[config.mk]
export PLATFORM = sky130hd
export DESIGN_NAME = ipsxe_floating_point_axi_result_buffer_v1_0
export DESIGN_NICKNAME = d
export VERILOG_FILES = /design/src/rtl/ipsxe_floating_point_axi_result_buffer_v1_0_pkg.sv /design/src/rtl/ipsxe_floating_point_sram_dualports_v1_0.sv /design/src/rtl/ipsxe_floating_point_axi_result_buffer_v1_0.sv
export SDC_FILE = /design/constraint.sdc
export NUM_CORES = 1
export LEC_CHECK = 0
export CAP_MARGIN = 20
export CORE_UTILIZATION = 53
export CTS_BUF_LIST = sky130_fd_sc_hd__clkbuf_16
export DETAILED_ROUTE_END_ITERATION = 10
export PLACE_DENSITY = 0.76
export SYNTH_ARGS = -nofsm -noshare
export SYNTH_HDL_FRONTEND = slang
export SYNTH_HIERARCHICAL = 1
export SYNTH_SLANG_ARGS = --single-unit
[constraint.sdc]
create_clock -name i_aclk -period 10.1 [get_ports i_aclk]
set_input_delay 1.515 -clock i_aclk [delete_from_list [all_inputs] [get_ports i_aclk]]
set_output_delay 1.515 -clock i_aclk [all_outputs]
set_load 0.005 [all_outputs]
[src/rtl/ipsxe_floating_point_axi_result_buffer_v1_0_pkg.sv]
// Shared constants for the floating-point result/issue buffers, so the input
// and output sides agree on the credit limit and error encoding.
package ipsxe_floating_point_axi_result_buffer_v1_0_pkg;

  localparam int RB_DATA_WIDTH = 32;
  localparam int RB_MEM_DEPTH  = 8;
  localparam int RB_CNT_WIDTH  = 9;

  typedef enum logic [1:0] {
    RB_ERR_NONE     = 2'd0,
    RB_ERR_OVERFLOW = 2'd1
  } rb_err_e;

  // Smallest counter width that can hold the value MEM_DEPTH itself.
  function automatic int rb_min_cnt_width(input int depth);
    return $clog2(depth + 1);
  endfunction

  function automatic int rb_addr_width(input int depth);
    return (depth > 1) ? $clog2(depth) : 1;
  endfunction

endpackage

[src/rtl/ipsxe_floating_point_sram_dualports_v1_0.sv]
// Simple dual-port RAM, registered read. Read-during-write to the same address
// returns the new data so a freshly written FIFO head is visible next cycle.
module ipsxe_floating_point_sram_dualports_v1_0 #(
  parameter int MEM_WIDTH  = 32,
  parameter int MEM_DEPTH  = 8,
  parameter int ADDR_WIDTH = 3
) (
  input  logic                  clk_i,
  input  logic                  wr_en_i,
  input  logic [ADDR_WIDTH-1:0] wr_addr_i,
  input  logic [MEM_WIDTH-1:0]  wr_data_i,
  input  logic                  rd_en_i,
  input  logic [ADDR_WIDTH-1:0] rd_addr_i,
  output logic [MEM_WIDTH-1:0]  rd_data_o
);

  logic [MEM_WIDTH-1:0] mem_q [MEM_DEPTH];
  logic [MEM_WIDTH-1:0] rd_data_q;

  always_ff @(posedge clk_i) begin
    if (wr_en_i) mem_q[wr_addr_i] <= wr_data_i;
    if (rd_en_i)
      rd_data_q <= (wr_en_i && (wr_addr_i == rd_addr_i)) ? wr_data_i : mem_q[rd_addr_i];
  end

  assign rd_data_o = rd_data_q;

endmodule

[src/rtl/ipsxe_floating_point_axi_result_buffer_v1_0.sv]
// Output-side result collector: absorbs an unstallable core result stream into a
// FIFO, presents it as AXI-stream, and hands issue credits back to the input side.
module ipsxe_floating_point_axi_result_buffer_v1_0
  import ipsxe_floating_point_axi_result_buffer_v1_0_pkg::*;
#(
  parameter int DATA_WIDTH = RB_DATA_WIDTH,
  parameter int MEM_DEPTH  = RB_MEM_DEPTH,
  parameter int CNT_WIDTH  = RB_CNT_WIDTH
) (
  input  logic                  i_aclk,
  input  logic                  i_areset,
  input  logic                  i_issue_valid,
  output logic                  o_issue_ready,
  input  logic                  i_res_valid,
  input  logic [DATA_WIDTH-1:0] i_res_data,
  output logic                  o_m_tvalid,
  output logic [DATA_WIDTH-1:0] o_m_tdata,
  input  logic                  i_m_tready,
  output logic                  o_overflow
);

  localparam int                   AW      = rb_addr_width(MEM_DEPTH);
  localparam logic [CNT_WIDTH-1:0] DEPTH_C = CNT_WIDTH'(MEM_DEPTH);
  localparam logic [AW-1:0]        LAST_C  = AW'(MEM_DEPTH - 1);

  logic [CNT_WIDTH-1:0]  used_q, used_d, cnt_q, cnt_d;
  logic [AW-1:0]         wr_addr_q, wr_addr_d, rd_addr_q, rd_addr_d;
  logic                  issue_ready_q, tvalid_q, tvalid_d, ovf_q, ovf_d;
  logic [DATA_WIDTH-1:0] tdata_q, tdata_d, head;
  logic                  issue, pop, mem_ne, load, bypass, wr_en, rd_en, drop;

  always_comb begin
    issue  = i_issue_valid & issue_ready_q;
    pop    = tvalid_q & i_m_tready;
    mem_ne = (cnt_q != '0);
    load   = (!tvalid_q | i_m_tready) & (mem_ne | i_res_valid);
    bypass = load & !mem_ne;
    rd_en  = load & mem_ne;
    drop   = i_res_valid & !bypass & (cnt_q == DEPTH_C);
    wr_en  = i_res_valid & !bypass & !drop;

    used_d = used_q;
    if (issue && !pop)      used_d = used_q + 1'b1;
    else if (!issue && pop) used_d = used_q - 1'b1;

    cnt_d = cnt_q;
    if (wr_en && !rd_en)      cnt_d = cnt_q + 1'b1;
    else if (!wr_en && rd_en) cnt_d = cnt_q - 1'b1;

    wr_addr_d = wr_addr_q;
    if (wr_en) wr_addr_d = (wr_addr_q == LAST_C) ? '0 : wr_addr_q + 1'b1;
    rd_addr_d = rd_addr_q;
    if (rd_en) rd_addr_d = (rd_addr_q == LAST_C) ? '0 : rd_addr_q + 1'b1;

    tvalid_d = load | (tvalid_q & !pop);
    tdata_d  = load ? (mem_ne ? head : i_res_data) : tdata_q;
    ovf_d    = ovf_q | drop;
  end

  always_ff @(posedge i_aclk) begin
    if (i_areset) begin
      used_q        <= '0;
      cnt_q         <= '0;
      wr_addr_q     <= '0;
      rd_addr_q     <= '0;
      issue_ready_q <= 1'b0;
      tvalid_q      <= 1'b0;
      tdata_q       <= '0;
      ovf_q         <= 1'b0;
    end else begin
      used_q        <= used_d;
      cnt_q         <= cnt_d;
      wr_addr_q     <= wr_addr_d;
      rd_addr_q     <= rd_addr_d;
      issue_ready_q <= (used_d < DEPTH_C);
      tvalid_q      <= tvalid_d;
      tdata_q       <= tdata_d;
      ovf_q         <= ovf_d;
    end
  end

  // Reading at the next-state pointer every cycle keeps the head prefetched,
  // so a load from memory never waits on the RAM's registered read.
  ipsxe_floating_point_sram_dualports_v1_0 #(
    .MEM_WIDTH (DATA_WIDTH),
    .MEM_DEPTH (MEM_DEPTH),
    .ADDR_WIDTH(AW)
  ) u_mem (
    .clk_i    (i_aclk),
    .wr_en_i  (wr_en),
    .wr_addr_i(wr_addr_q),
    .wr_data_i(i_res_data),
    .rd_en_i  (1'b1),
    .rd_addr_i(rd_addr_d),
    .rd_data_o(head)
  );

  assign o_issue_ready = issue_ready_q;
  assign o_m_tvalid    = tvalid_q;
  assign o_m_tdata     = tdata_q;
  assign o_overflow    = ovf_q;

endmodule
==> impl_metrics.tcl <==
set metrics [dict create \
    synth_simple_gate_area_share_pct 4.662 \
    drc 0 \
    crit_chain "clkdlybuf4s50_1, nand2b_1, o21a_2, mux2_2, xnor2_1, nand4_1, buf_4, mux2_4" \
    p_int_mw 3.462 \
    clock_skew_ps 21.51 \
    grt_start_max_net_pins 66 \
    yosysTopAreaCell "edfxtp_1" \
    synth_top_family_by_area "multiplexers" \
    dpl.hpwl_um 15470 \
    wire_per_inst_um 21.72 \
    synth_cells 774 \
    cp_slowest_stage_delay_ps 1040 \
    postCtsHoldBufs 0 \
    ys_seq_area_share_pct 69.76 \
    setup_violations 0 \
    syn_area_mm2 0.01409 \
    power.leakage_nw 5.654 \
    path_max_fanout 36 \
    vias_per_cell 5.936 \
    mostFrequentLayoutCells "edfxtp_1 (288), clkdlybuf4s50_1 (70), nor2_1 (63)" \
    drt-initial-drc-count 620 \
    synth-main-ff-cell "edfxtp_1" \
    grt_pass1_vias 7397 \
    antenna_found_initial 2 \
    drive_above_1_share_pct 20.77 \
    layout_commonest_cell "edfxtp_1" \
    ys_top_cells_by_area "edfxtp_1 (61%), dfxtp_1 (8.4%), mux4_2 (6.2%)" \
    p_seq_share_pct 40.1 \
    synthXorXnorAreaFrac_pct 0.6216 \
    fin_hold_ws_ps 477.7 \
    synth_fa_ha_area_share_pct 1.563 \
    nets 942 \
    antenna_left 0 \
    maxCapViolations 0 \
    ys_ff_latch 347 \
    post_cts_buffers 0 \
    track_usage_pct 20.80 \
    finalMaxSlewViolations 0 \
    rows 59 \
    grt_overflow_total 0 \
    ctsResizeCount 0 \
    synth_edf_count 288 \
    clk_latency_ps 520 \
    synth-compound-area-share_pct 4.103 \
    cp.arrival_ps 5660 \
    yosysUniqueCellTypes 55 \
    synth_warnings 6 \
    tightest_slew_ps 1084 \
    cts_buffers 36 \
    dr.pass1.iters 6 \
    fin_area_mm2 0.01644 \
    yosysTopAreaCellShare_pct 61.38 \
    slew_headroom_pct 27.72 \
    p_total_mw 4.800 \
    cts.path.max_buffers 3 \
    routed_wl_um 27190 \
    grt_pass1_wl_um 41880 \
    worstSetupPathType "input port to flop" \
    num_io_pins 72 \
    cts_tree "yes" \
    p_per_area_mw_per_mm2 291.9 \
    status "completed" \
    port_buffers 71 \
    fin_util_pct 63.10 \
    dieArea_mm2 0.02724 \
    power_switching_share_pct 27.86 \
    ir_drop_uv 197.9 \
    cts_root_buf "clkbuf_16" \
    start_util_pct 54.07 \
    placed_area_mm2 0.01525 \
    period_minus_slack_ps 5392 \
    routabilityCongestion 0.8484 \
    clkSinkCount 347 \
    cp.required_ps 10370 \
    synthMuxAreaShare_pct 16.92 \
    holdCritPathClass "flop to flop" \
    hold_viol 0 \
    rsz0062_at_grt "false" \
    power.clock.fraction_pct 27.2 \
    cp-start-kind "input port" \
    h-tree-depth 2 \
    area_delta_synth_final_pct 16.69 \
    setup-tns-final_ps 0 \
    synth-async-reset-ratio_pct 0 \
    clkTransAtPathRegs_ps 60 \
    die_y_um 165.0 \
    fp.dieW_um 165.0 \
    p_switching_mw 1.337 \
    fin_crit_sh_pct 53.38 \
    max_freq_mhz 185.5 \
    synth.avg_cell_area_um2 18.20 \
    critPathCaptureType "flop" \
    via_count 7432 \
    core_region_area_mm2 0.02606 \
    slowest_stage "mux2_2" \
    pwr-share-comb_pct 32.7 \
]
-- power groups by stage --
stage	Combinational, mW	Clock [mW]	Sequential (mW)
3_5_place_dp	1.58	0	1.95
2_1_floorplan	1.24	0	1.91
5_1_grt	1.70	1.38	1.94
3_3_place_gp	1.54	0	1.94
6_report	1.57	1.30	1.92
4_1_cts	1.59	1.33	1.92
-- sequential cells by signal (all words and copies together), names as in the netlist --
signal           count
cnt_q                9
o_issue_ready        1
o_m_tdata           32
o_m_tvalid           1
o_overflow           1
rd_addr_q            3
u_mem/mem_q        256
u_mem/rd_data_o     32
used_q               9
wr_addr_q            3
-- metrics by stage --
stage / cells / setup slack (ps)
after CTS: 1250 / 4653
final: 1252 / 4708
after floorplan: 805 / 5256
after global routing: 1252 / 4468
after detailed placement: 1185 / 4142
after global placement: 1183 / 3698
-- Yosys cell counts, types with 4 or more instances --
master,instances
a21oi_1,12
a222oi_1,32
buf_1,6
buf_2,9
buf_6,6
clkbuf_1,16
dfxtp_1,59
edfxtp_1,288
ha_1,16
inv_1,12
mux2_2,53
mux2_4,14
mux4_1,25
mux4_2,39
nand2_1,16
nand2b_1,5
nand3_1,5
nand4_1,7
nor2_1,69
nor2b_1,5
nor3_1,10
o21ai_0,10
or4_1,4
xnor2_1,5
xor2_1,5
-- path summary, 6_finish.rpt --
check                           startpoint  cells after the start  slack [ps]             endpoint
worst min register to register  o_overflow                      2         480           o_overflow
worst max-delay path            i_m_tready                      8        4710  u_mem/rd_data_o[14]
worst min-delay path            o_overflow                      2         480           o_overflow
worst max register to register    cnt_q[8]                      8        5660  u_mem/rd_data_o[14]
-- final cells by class --
| class | count | area [um^2] |
|---|---|---|
| Antenna cell | 2 | 5.005 |
| Clock buffer | 36 | 900.9 |
| Clock inverter | 29 | 281.5 |
| Fill cell | 1805 | 9617 |
| Inverter | 12 | 45.04 |
| Multi-Input combinational cell | 403 | 4120 |
| Sequential cell | 347 | 9829 |
| Tap cell | 335 | 419.2 |
| Timing Repair Buffer | 88 | 840.8 |
-- worst max-delay path: cells and delay by family --
kind,cells,cell delay [ps]
xor gates and xnor gates,1,200
and+or+nand+nor,2,820
AOI/OAI and AO/OA,1,730
buffers and inverters,2,950
muxes,2,1380
-- per-layer routing --
metal	vias up	track usage [%]	routed length (um)
li1	3373	-	-
met1	3810	28.86	11980
met2	200	33.93	13330
met3	49	3.064	1300
met4	0	6.839	578
met5	-	0	0
-- cells by family after synthesis --
| kind of cell | count (synthesis) |
|---|---|
| DFF | 347 |
| and+or+nand+nor | 136 |
| muxes | 135 |
| AOI/OAI and AO/OA | 73 |
| buffers and inverters | 55 |
| adders and majority gates | 17 |
| xor gates and xnor gates | 10 |
| other | 1 |
No activity file was read; power rests on OpenSTA's default activity.
